<file path="src/rtl/pattern_capture_ctrl.sv">
// Capture-run sequencer: arms the pattern generator, waits for a masked
// trigger, then gates the analyzer for a capture window and counts matches.
module pattern_capture_ctrl #(
    parameter int WIDTH   = 3,
    parameter int CNT_W   = 8,
    parameter int TIMEOUT = 255
) (
    input  logic             clk,
    input  logic             reset,
    input  logic             start,
    input  logic             abort,
    input  logic [WIDTH-1:0] trig_mask,
    input  logic [WIDTH-1:0] trig_value,
    input  logic [CNT_W-1:0] pretrig_len,
    input  logic [CNT_W-1:0] capture_len,
    input  logic [WIDTH-1:0] gen_patterns,
    input  logic             match_detected,
    output logic             gen_enable,
    output logic             analyzer_enable,
    output logic             busy,
    output logic             done,
    output logic             triggered,
    output logic             timed_out,
    output logic             aborted,
    output logic [CNT_W-1:0] match_count
);

    localparam int TO_W = (TIMEOUT < 2) ? 1 : $clog2(TIMEOUT);
    localparam logic [TO_W-1:0] TO_LAST = TO_W'(TIMEOUT - 1);

    typedef enum logic [2:0] {
        S_IDLE, S_ARM, S_WAIT, S_CAP, S_DONE
    } state_t;

    state_t           state_q, state_d;
    logic [WIDTH-1:0] mask_q, mask_d;
    logic [WIDTH-1:0] value_q, value_d;
    logic [CNT_W-1:0] arm_q, arm_d;
    logic [CNT_W-1:0] cap_q, cap_d;
    logic [TO_W-1:0]  to_q, to_d;
    logic [CNT_W-1:0] match_q, match_d;
    logic             trig_q, trig_d;
    logic             tout_q, tout_d;
    logic             abrt_q, abrt_d;
    logic             hit;

    assign hit = ((gen_patterns ^ value_q) & mask_q) == '0;

    always_comb begin
        state_d = state_q;
        mask_d  = mask_q;
        value_d = value_q;
        arm_d   = arm_q;
        cap_d   = cap_q;
        to_d    = to_q;
        match_d = match_q;
        trig_d  = trig_q;
        tout_d  = tout_q;
        abrt_d  = abrt_q;
        unique case (state_q)
            S_IDLE: begin
                if (start) begin
                    mask_d  = trig_mask;
                    value_d = trig_value;
                    cap_d   = (capture_len == '0) ? CNT_W'(1) : capture_len;
                    arm_d   = pretrig_len;
                    to_d    = '0;
                    match_d = '0;
                    trig_d  = 1'b0;
                    tout_d  = 1'b0;
                    abrt_d  = 1'b0;
                    state_d = (pretrig_len != '0) ? S_ARM : S_WAIT;
                end
            end
            S_ARM: begin
                if (abort) begin
                    abrt_d  = 1'b1;
                    state_d = S_DONE;
                end else if (arm_q <= CNT_W'(1)) begin
                    state_d = S_WAIT;
                end else begin
                    arm_d = arm_q - 1'b1;
                end
            end
            S_WAIT: begin
                if (abort) begin
                    abrt_d  = 1'b1;
                    state_d = S_DONE;
                end else if (hit) begin
                    trig_d  = 1'b1;
                    state_d = S_CAP;
                end else if (to_q == TO_LAST) begin
                    tout_d  = 1'b1;
                    state_d = S_DONE;
                end else begin
                    to_d = to_q + 1'b1;
                end
            end
            S_CAP: begin
                if (abort) begin
                    abrt_d  = 1'b1;
                    state_d = S_DONE;
                end else begin
                    // saturate rather than wrap
                    if (match_detected && match_q != '1)
                        match_d = match_q + 1'b1;
                    if (cap_q <= CNT_W'(1))
                        state_d = S_DONE;
                    else
                        cap_d = cap_q - 1'b1;
                end
            end
            S_DONE:  state_d = S_IDLE;
            default: state_d = S_IDLE;
        endcase
    end

    always_ff @(posedge clk or negedge reset) begin
        if (!reset) begin
            state_q <= S_IDLE;
            mask_q  <= '0;
            value_q <= '0;
            arm_q   <= '0;
            cap_q   <= '0;
            to_q    <= '0;
            match_q <= '0;
            trig_q  <= 1'b0;
            tout_q  <= 1'b0;
            abrt_q  <= 1'b0;
        end else begin
            state_q <= state_d;
            mask_q  <= mask_d;
            value_q <= value_d;
            arm_q   <= arm_d;
            cap_q   <= cap_d;
            to_q    <= to_d;
            match_q <= match_d;
            trig_q  <= trig_d;
            tout_q  <= tout_d;
            abrt_q  <= abrt_d;
        end
    end

    assign busy            = state_q inside {S_ARM, S_WAIT, S_CAP};
    assign gen_enable      = busy;
    assign analyzer_enable = state_q == S_CAP;
    assign done            = state_q == S_DONE;
    assign triggered       = trig_q;
    assign timed_out       = tout_q;
    assign aborted         = abrt_q;
    assign match_count     = match_q;

endmodule

</file>
<file path="config.mk">
export PLATFORM = sky130hd
export DESIGN_NAME = pattern_capture_ctrl
export DESIGN_NICKNAME = d
export VERILOG_FILES = /design/src/rtl/pattern_capture_ctrl.sv
export SDC_FILE = /design/constraint.sdc
export NUM_CORES = 1
export LEC_CHECK = 0
export ABC_AREA = 1
export BUFFER_PORTS_ARGS = -buffer_cell sky130_fd_sc_hd__buf_2
export CELL_PAD_IN_SITES_DETAIL_PLACEMENT = 1
export CELL_PAD_IN_SITES_GLOBAL_PLACEMENT = 1
export CORE_ASPECT_RATIO = 2
export CORE_MARGIN = 8
export CORE_UTILIZATION = 40
export CTS_CLUSTER_DIAMETER = 150
export DETAILED_ROUTE_END_ITERATION = 8
export GPL_ROUTABILITY_DRIVEN = 0
export PLACE_DENSITY_LB_ADDON = 0.05
export SLEW_MARGIN = 20
export SYNTH_ARGS = -nofsm -noshare
export SYNTH_HDL_FRONTEND = slang
export SYNTH_SLANG_ARGS = --single-unit
</file>
<file path="constraint.sdc">
create_clock -name clk -period 1.5 [get_ports clk]
set_input_delay 0.15 -clock clk [delete_from_list [all_inputs] [get_ports clk]]
set_output_delay 0.15 -clock clk [all_outputs]
set_load 0.05 [all_outputs]
</file>
==> out/qor.yml, run 1 <==
run_status:
  status: "finished, violations left"
  failed_checks: "setup timing"
detailed_routing:
  dr.pass1.iters: 4
  ant_nets: 0
  dr.first_iter.drc_count: 91
  drcViolationCount: 0
  wl_um: 10200
  post_drt_via_cell_ratio: 5.04
  wl_per_cell_um: 16.4
  num_vias: 3117
grt:
  grt_pass1_vias: 3336
  grt_pass1_wl_um: 14700
  grt_use_total_pct: 18.8
  grt_antenna_before_repair: 0
  grt_max_degree: 26
  grt-ovfl-total: 0
logic_synthesis:
  ys_warn_count: 0
  async_flop_share_pct: 100
  synth-edff-count: 0
  netlist.top_cell.by_area: "dfrtp_1"
  ys_seq_area_share_pct: 38.6
  netlist_area_um2: 2860
  yosysTopAreaCellShare_pct: 38.6
  yosysMostFrequentCell: "nand2_1"
  ys.flop_type: "dfrtp_1"
  yosysUniqueCellTypes: 31
  yosys-top-cells-count: "nand2_1 (159), inv_1 (52), nor2_1 (48)"
  syn_nets: 468
  avgSynthCellArea_um2: 6.62
  synthCells: 431
  ys_seq_elements: 44
  synth_area_leaders: "dfrtp_1 (39%), nand2_1 (21%), inv_1 (6.8%)"
timing:
  slew_headroom_pct: 64.7
  fmax_mhz: 638
  finalWorstSetupSlack_ps: -67.8
  skew_ps: 7.87
  finalSetupViolations: 14
  post-route-min-period_ps: 1570
  worst_pin_slew_ps: 530
  grt_setup_unrepaired: "true"
  period_share_pct: 105
  hold_slack_ps: 75.3
  finalHoldViolCount: 0
  slew_violations: 0
setup_path:
  cp_cell_sequence: "nor2_4 -> buf_4 -> nand2_2 -> inv_2 -> nand2_2 -> inv_2 -> nand3_4 -> buf_6 -> or2_1 -> nand2_1"
  cp_num_buf_inv: 4
  crit_path_end_kind: "register"
  cp-start-kind: "register"
  r2r_slack_ps: -70
  path_delay_family: "simple AND/OR/NAND/NOR gates"
  cp_max_fo: 4
  slowest_stage: "dfrtp_2"
  crit_type: "reg -> reg"
  arrival_ps: 1800
  cpPeakStageDelay_ps: 480
  crit_required_ps: 1730
power_and_ir_drop:
  ir_worst_vdd_mv: 1.19
  clock_power_share_pct: 14.3
  powerDensity_nw_per_um2: 2150
  cellInternalPower_mw: 4.80
  power.total_mw: 8.90
  power_frac_seq_pct: 21.7
  comb_power_share_pct: 64.0
  p_sw_mw: 4.11
  netSwitchingFraction_pct: 46.1
  power_leakage_nw: 2.12
clock_network:
  htree_num_levels: 2
  cts_tree: "done"
  insertion_delay_ps: 290
  cts-root-buf: "clkbuf_16"
  cts_inserted_buffers: 5
  clk_pin_slew_worst_paths_ps: 70
  clockBufferDepth: 2
  clock-sinks: 44
final_layout:
  fin_util_pct: 59.6
  nets: 565
  drive_above_1_share_pct: 35.9
  seqCellArea_um2: 1110
  area_growth_pct: 44.8
  diodes: 0
  multi_input_area_um2: 1750
  fillers: 905
floorplan:
  num_io_pins: 45
  initial_core_util_pct: 41.1
  rows: 43
  die_height_um: 135
  core-area_um2: 6940
  die_x_um: 75.7
  dieArea_um2: 10300
flow_run:
  max_cap_viol_count: 0
placement:
  io_buffers: 44
  hpwl_um: 6860
min_path:
  hold_class: "in -> reg"
-- sequential cells by signal (all words and copies together), names as in the netlist --
signal	flops
mask_q	3
value_q	3
cap_q	8
state_q	3
to_q	8
triggered	1
timed_out	1
match_count	8
arm_q	8
aborted	1
-- worst min-delay path, cell delays in order --
cell and delay (ps):
buf_2 80, nand2_1 50, nand2_1 60
-- what timing repair did --
action,CTS,global route
setup endpoints to repair,24,39
pin swaps,4,29
resized for setup,35,69
endpoints found under the hold margin,19,0
hold buffers,1,0
cloned,2,1
setup buffers,2,19
-- metrics by stage --
step / setup slack, ps / setup TNS, ps / instances / cell area [µm²]
after floorplan: 13.7 / 0 / 431 / 2880
after global placement: -4.09 / -4.09 / 586 / 3410
after detailed placement: -70.5 / -539 / 586 / 3410
after CTS: -70.1 / -396 / 599 / 3740
after global routing: -156 / -2870 / 619 / 4140
final: -67.8 / -301 / 619 / 4140
-- path summary, 6_finish.rpt --
kind / endpoint / cells past startpoint / start
max: to_q[1]$_DFFE_PN0P_ / 10 / state_q[0]$_DFFE_PN0P_
min: mask_q[0]$_DFFE_PN0P_ / 3 / trig_mask[0]
max reg2reg: to_q[1]$_DFFE_PN0P_ / 10 / state_q[0]$_DFFE_PN0P_
min reg2reg: mask_q[1]$_DFFE_PN0P_ / 2 / mask_q[1]$_DFFE_PN0P_
max in group asynchronous: match_count[1]$_DFFE_PN0P_ / 3 / reset
min in group asynchronous: value_q[0]$_DFFE_PN0P_ / 2 / reset
-- power groups by stage --
stage	logic (mW)	registers (mW)	clock network [mW]
global route	6.23	1.97	1.31
detailed placement	4.09	1.89	0
floorplan	2.59	1.96	0
CTS	4.67	1.91	1.28
finish	5.70	1.93	1.27
global placement	3.96	1.87	0
-- cell families after synthesis --
group	share of synthesized area [%]
simple gates	36.2
buf+inv	10.2
xor+xnor	1.53
compound gates	10.5
flops	38.6
fa+ha+maj	3.07
-- final cells by class --
type	instances	share of cell area, %
sequential	44	26.8
multi-input combinational	318	42.2
tap	90	2.72
timing repair buffer	100	18.8
inverter	59	5.48
clock inverter	2	0.847
clock buffer	6	3.12
-- layer usage --
metal / part of all wire [%] / track usage [%]
met1: 35 / 16.9
met2: 60 / 37.7
met4: 2.5 / 7.87
met3: 2.1 / 2.74
met5: 0 / 0
-- layout by cell type (no fill, tap or decap), drive strengths merged --
cell type	n
a21oi	7
a22o	1
a31oi	1
buf	97
bufinv	1
clkbuf	8
clkinv	1
dfrtp	44
dlygate4sd3	1
ha	7
inv	59
nand2	164
nand3	26
nand3b	2
nand4	2
nor2	50
nor3	4
o21ai	46
or2	3
xnor2	1
xor2	4
No activity file was read; power rests on OpenSTA's default activity.
==> run 2, diff against run 1 <==
--- a/config.mk
+++ b/config.mk
@@ -8,13 +8,14 @@
 export ABC_AREA = 1
 export BUFFER_PORTS_ARGS = -buffer_cell sky130_fd_sc_hd__buf_2
 export CELL_PAD_IN_SITES_DETAIL_PLACEMENT = 1
-export CELL_PAD_IN_SITES_GLOBAL_PLACEMENT = 1
+export CELL_PAD_IN_SITES_GLOBAL_PLACEMENT = 2
 export CORE_ASPECT_RATIO = 2
 export CORE_MARGIN = 8
-export CORE_UTILIZATION = 40
+export CORE_UTILIZATION = 31
 export CTS_CLUSTER_DIAMETER = 150
 export DETAILED_ROUTE_END_ITERATION = 8
 export GPL_ROUTABILITY_DRIVEN = 0
+export GPL_TIMING_DRIVEN = 1
 export PLACE_DENSITY_LB_ADDON = 0.05
 export SLEW_MARGIN = 20
 export SYNTH_ARGS = -nofsm -noshare
==> constraint.sdc (replaced) <==
create_clock -name clk -period 1.55 [get_ports clk]
set_input_delay 0.155 -clock clk [delete_from_list [all_inputs] [get_ports clk]]
set_output_delay 0.155 -clock clk [all_outputs]
set_load 0.05 [all_outputs]
==> run 2 against run 1 <==
  * The run now ends clean
  * Global-route usage shrank 3.3 points
  * Worst hold slack gained 1.9 ps
  * Flip-flop and latch count is the same
  * Via count shrank 1.2%
  * Combinational power shrank 13%
  * Clock power shrank 18%
  * Cell count grew 0.97%
  * Die area grew 24%
  * Clock-buffer cell count is the same
  * Non-clock buffer count shrank 5
==> out/qor.yml, run 2 (synthesis results as in run 1) <==
detailed_routing:
  ant_nets: 0  # unchanged
  wl_um: 9480  # -6.8%
  drcViolationCount: 0  # unchanged
  dr.first_iter.drc_count: 69  # -24%
  wl_per_cell_um: 15.2  # -7.7%
  dr.pass1.iters: 4  # unchanged
  post_drt_via_cell_ratio: 4.93  # -2.1%
  num_vias: 3081  # -1.2%
grt:
  grt_pass1_vias: 3397  # +1.8%
  grt_pass1_wl_um: 16000  # +8.7%
  grt-ovfl-total: 0  # unchanged
  grt_use_total_pct: 15.5  # -3.3 points
  grt_max_degree: 26  # unchanged
  grt_antenna_before_repair: 0  # unchanged
floorplan:
  dieArea_um2: 12700  # +24%
  initial_core_util_pct: 31.9  # -9.2 points
  die_x_um: 83.9  # +11%
  core-area_um2: 8950  # +29%
  die_height_um: 152  # +12%
  num_io_pins: 45  # unchanged
  rows: 49  # +14%
power_and_ir_drop:
  ir_worst_vdd_mv: 0.807  # -32%
  power_leakage_nw: 2.04  # -3.5%
  power.total_mw: 7.86  # -12%
  powerDensity_nw_per_um2: 1970  # -8.5%
clock_network:
  htree_num_levels: 2  # unchanged
  cts_tree: "done"
  cts_inserted_buffers: 5  # unchanged
  clock-sinks: 44  # unchanged
  clk_pin_slew_worst_paths_ps: 60  # about the same
  clockBufferDepth: 2  # unchanged
  cts-root-buf: "clkbuf_16"
  insertion_delay_ps: 290  # about the same
timing:
  skew_ps: 2.30  # -5.57 ps
  slew_headroom_pct: 75.3  # +11 points
  period_share_pct: 99.8  # -4.7 points
  fmax_mhz: 647  # +1.4%
  finalHoldViolCount: 0  # unchanged
  grt_setup_unrepaired: "true"
  finalSetupViolations: 0  # -14
  worst_pin_slew_ps: 370  # -160 ps
  slew_violations: 0  # unchanged
  hold_slack_ps: 77.2  # +1.89 ps
  post-route-min-period_ps: 1550  # -21.1 ps
final_layout:
  nets: 560  # -0.88%
  mostFrequentLayoutCells: "nand2_1 (144), inv_1 (40), nor2_1 (40), dfrtp_1 (40), buf_2 (40)"
  area_growth_pct: 39.7
  fillers: 1163  # +29%
  multi_input_area_um2: 1670  # -4.4%
  seqCellArea_um2: 1110  # -0.11%
  diodes: 0  # unchanged
  mostFrequentLayoutCell: "nand2_1"
  drive_above_1_share_pct: 32.5  # -3.4 points
placement:
  hpwl_um: 7350  # +7.2%
  io_buffers: 44  # unchanged
run_status:
  status: "complete, no violations"
setup_path:
  crit_path_end_kind: "register"
  crit_required_ps: 1770  # +40 ps
  crit_type: "reg -> reg"
  arrival_ps: 1770  # -30 ps
  cp-start-kind: "register"
  cp_max_fo: 4  # unchanged
min_path:
  hold_class: "in -> reg"
flow_run:
  max_cap_viol_count: 0  # unchanged
==> run 2: report_power, final <==
group / internal [mW] / switching [mW]
logic: 2.04 / 2.94
registers: 1.54 / 0.292
clock network: 0.587 / 0.453
==> run 2: layer usage <==
layer / wire length [µm] / up-vias / part of all wire (%) / track usage, %
met5: 0 / - / 0 / 0
met4: 186 / 0 / 2.0 / 5.48
met3: 230 / 9 / 2.4 / 2.52
met2: 5860 / 33 / 62 / 33.0
met1: 3210 / 1526 / 34 / 13.8
li1: - / 1513 / - / -
==> run 2: final cells by class <==
| cell class | count | area share [%] |
|---|---|---|
| Multi-Input combinational cell | 318 | 41.9 |
| Sequential cell | 44 | 27.7 |
| Timing Repair Buffer | 95 | 18.2 |
| Inverter | 59 | 5.64 |
| Clock buffer | 6 | 3.23 |
| Tap cell | 102 | 3.20 |
| Clock inverter | 1 | 0.125 |
==> run 2: final timing paths <==
kind                                       startpoint  depth (start not counted)                      to  slack (ps)
max in group asynchronous                       reset                          3  state_q[1]$_DFFE_PN0P_         840
worst max register to register   cap_q[1]$_DFFE_PN0P_                         10  state_q[1]$_DFFE_PN0P_           3
worst min register to register  mask_q[2]$_DFFE_PN0P_                          2   mask_q[2]$_DFFE_PN0P_         480
worst min-delay path                    trig_value[0]                          3  value_q[0]$_DFFE_PN0P_          80
worst max-delay path             cap_q[1]$_DFFE_PN0P_                         10  state_q[1]$_DFFE_PN0P_           3
min in group asynchronous                       reset                          3    arm_q[2]$_DFFE_PN0P_         380
==> run 2: worst max-delay path, stage by stage, from the launching register on <==
cell and delay [ps]:
dfrtp_1 380, inv_2 110, ha_2 190, nor2_2 50, nor2_1 150, nand2_1 110
nand2_1 120, nand3_2 90, nor2_2 160, nand2_1 80, nand2_1 60
==> run 2: metrics by stage <==
stage / TNS [ps] / setup WS, ps / area [µm²] / utilization [%] / cells
finish: 0 / 3.30 / 3990 / 44.6 / 625
global route: -1130 / -115 / 3990 / 44.6 / 625
CTS: -94.5 / -33.7 / 3710 / 41.4 / 610
detailed placement: -354 / -59.3 / 3390 / 37.8 / 596
global placement: 0 / 23.5 / 3390 / 37.8 / 596
floorplan: 0 / 36.2 / 2870 / - / 431
==> run 2: timing repair <==
item	4_1_cts	5_1_grt
pin swaps	12	23
resized for setup	36	54
hold endpoints to repair	44	0
setup endpoints to repair	24	38
cloned	2	1
hold buffers	1	0
buffers inserted	4	15
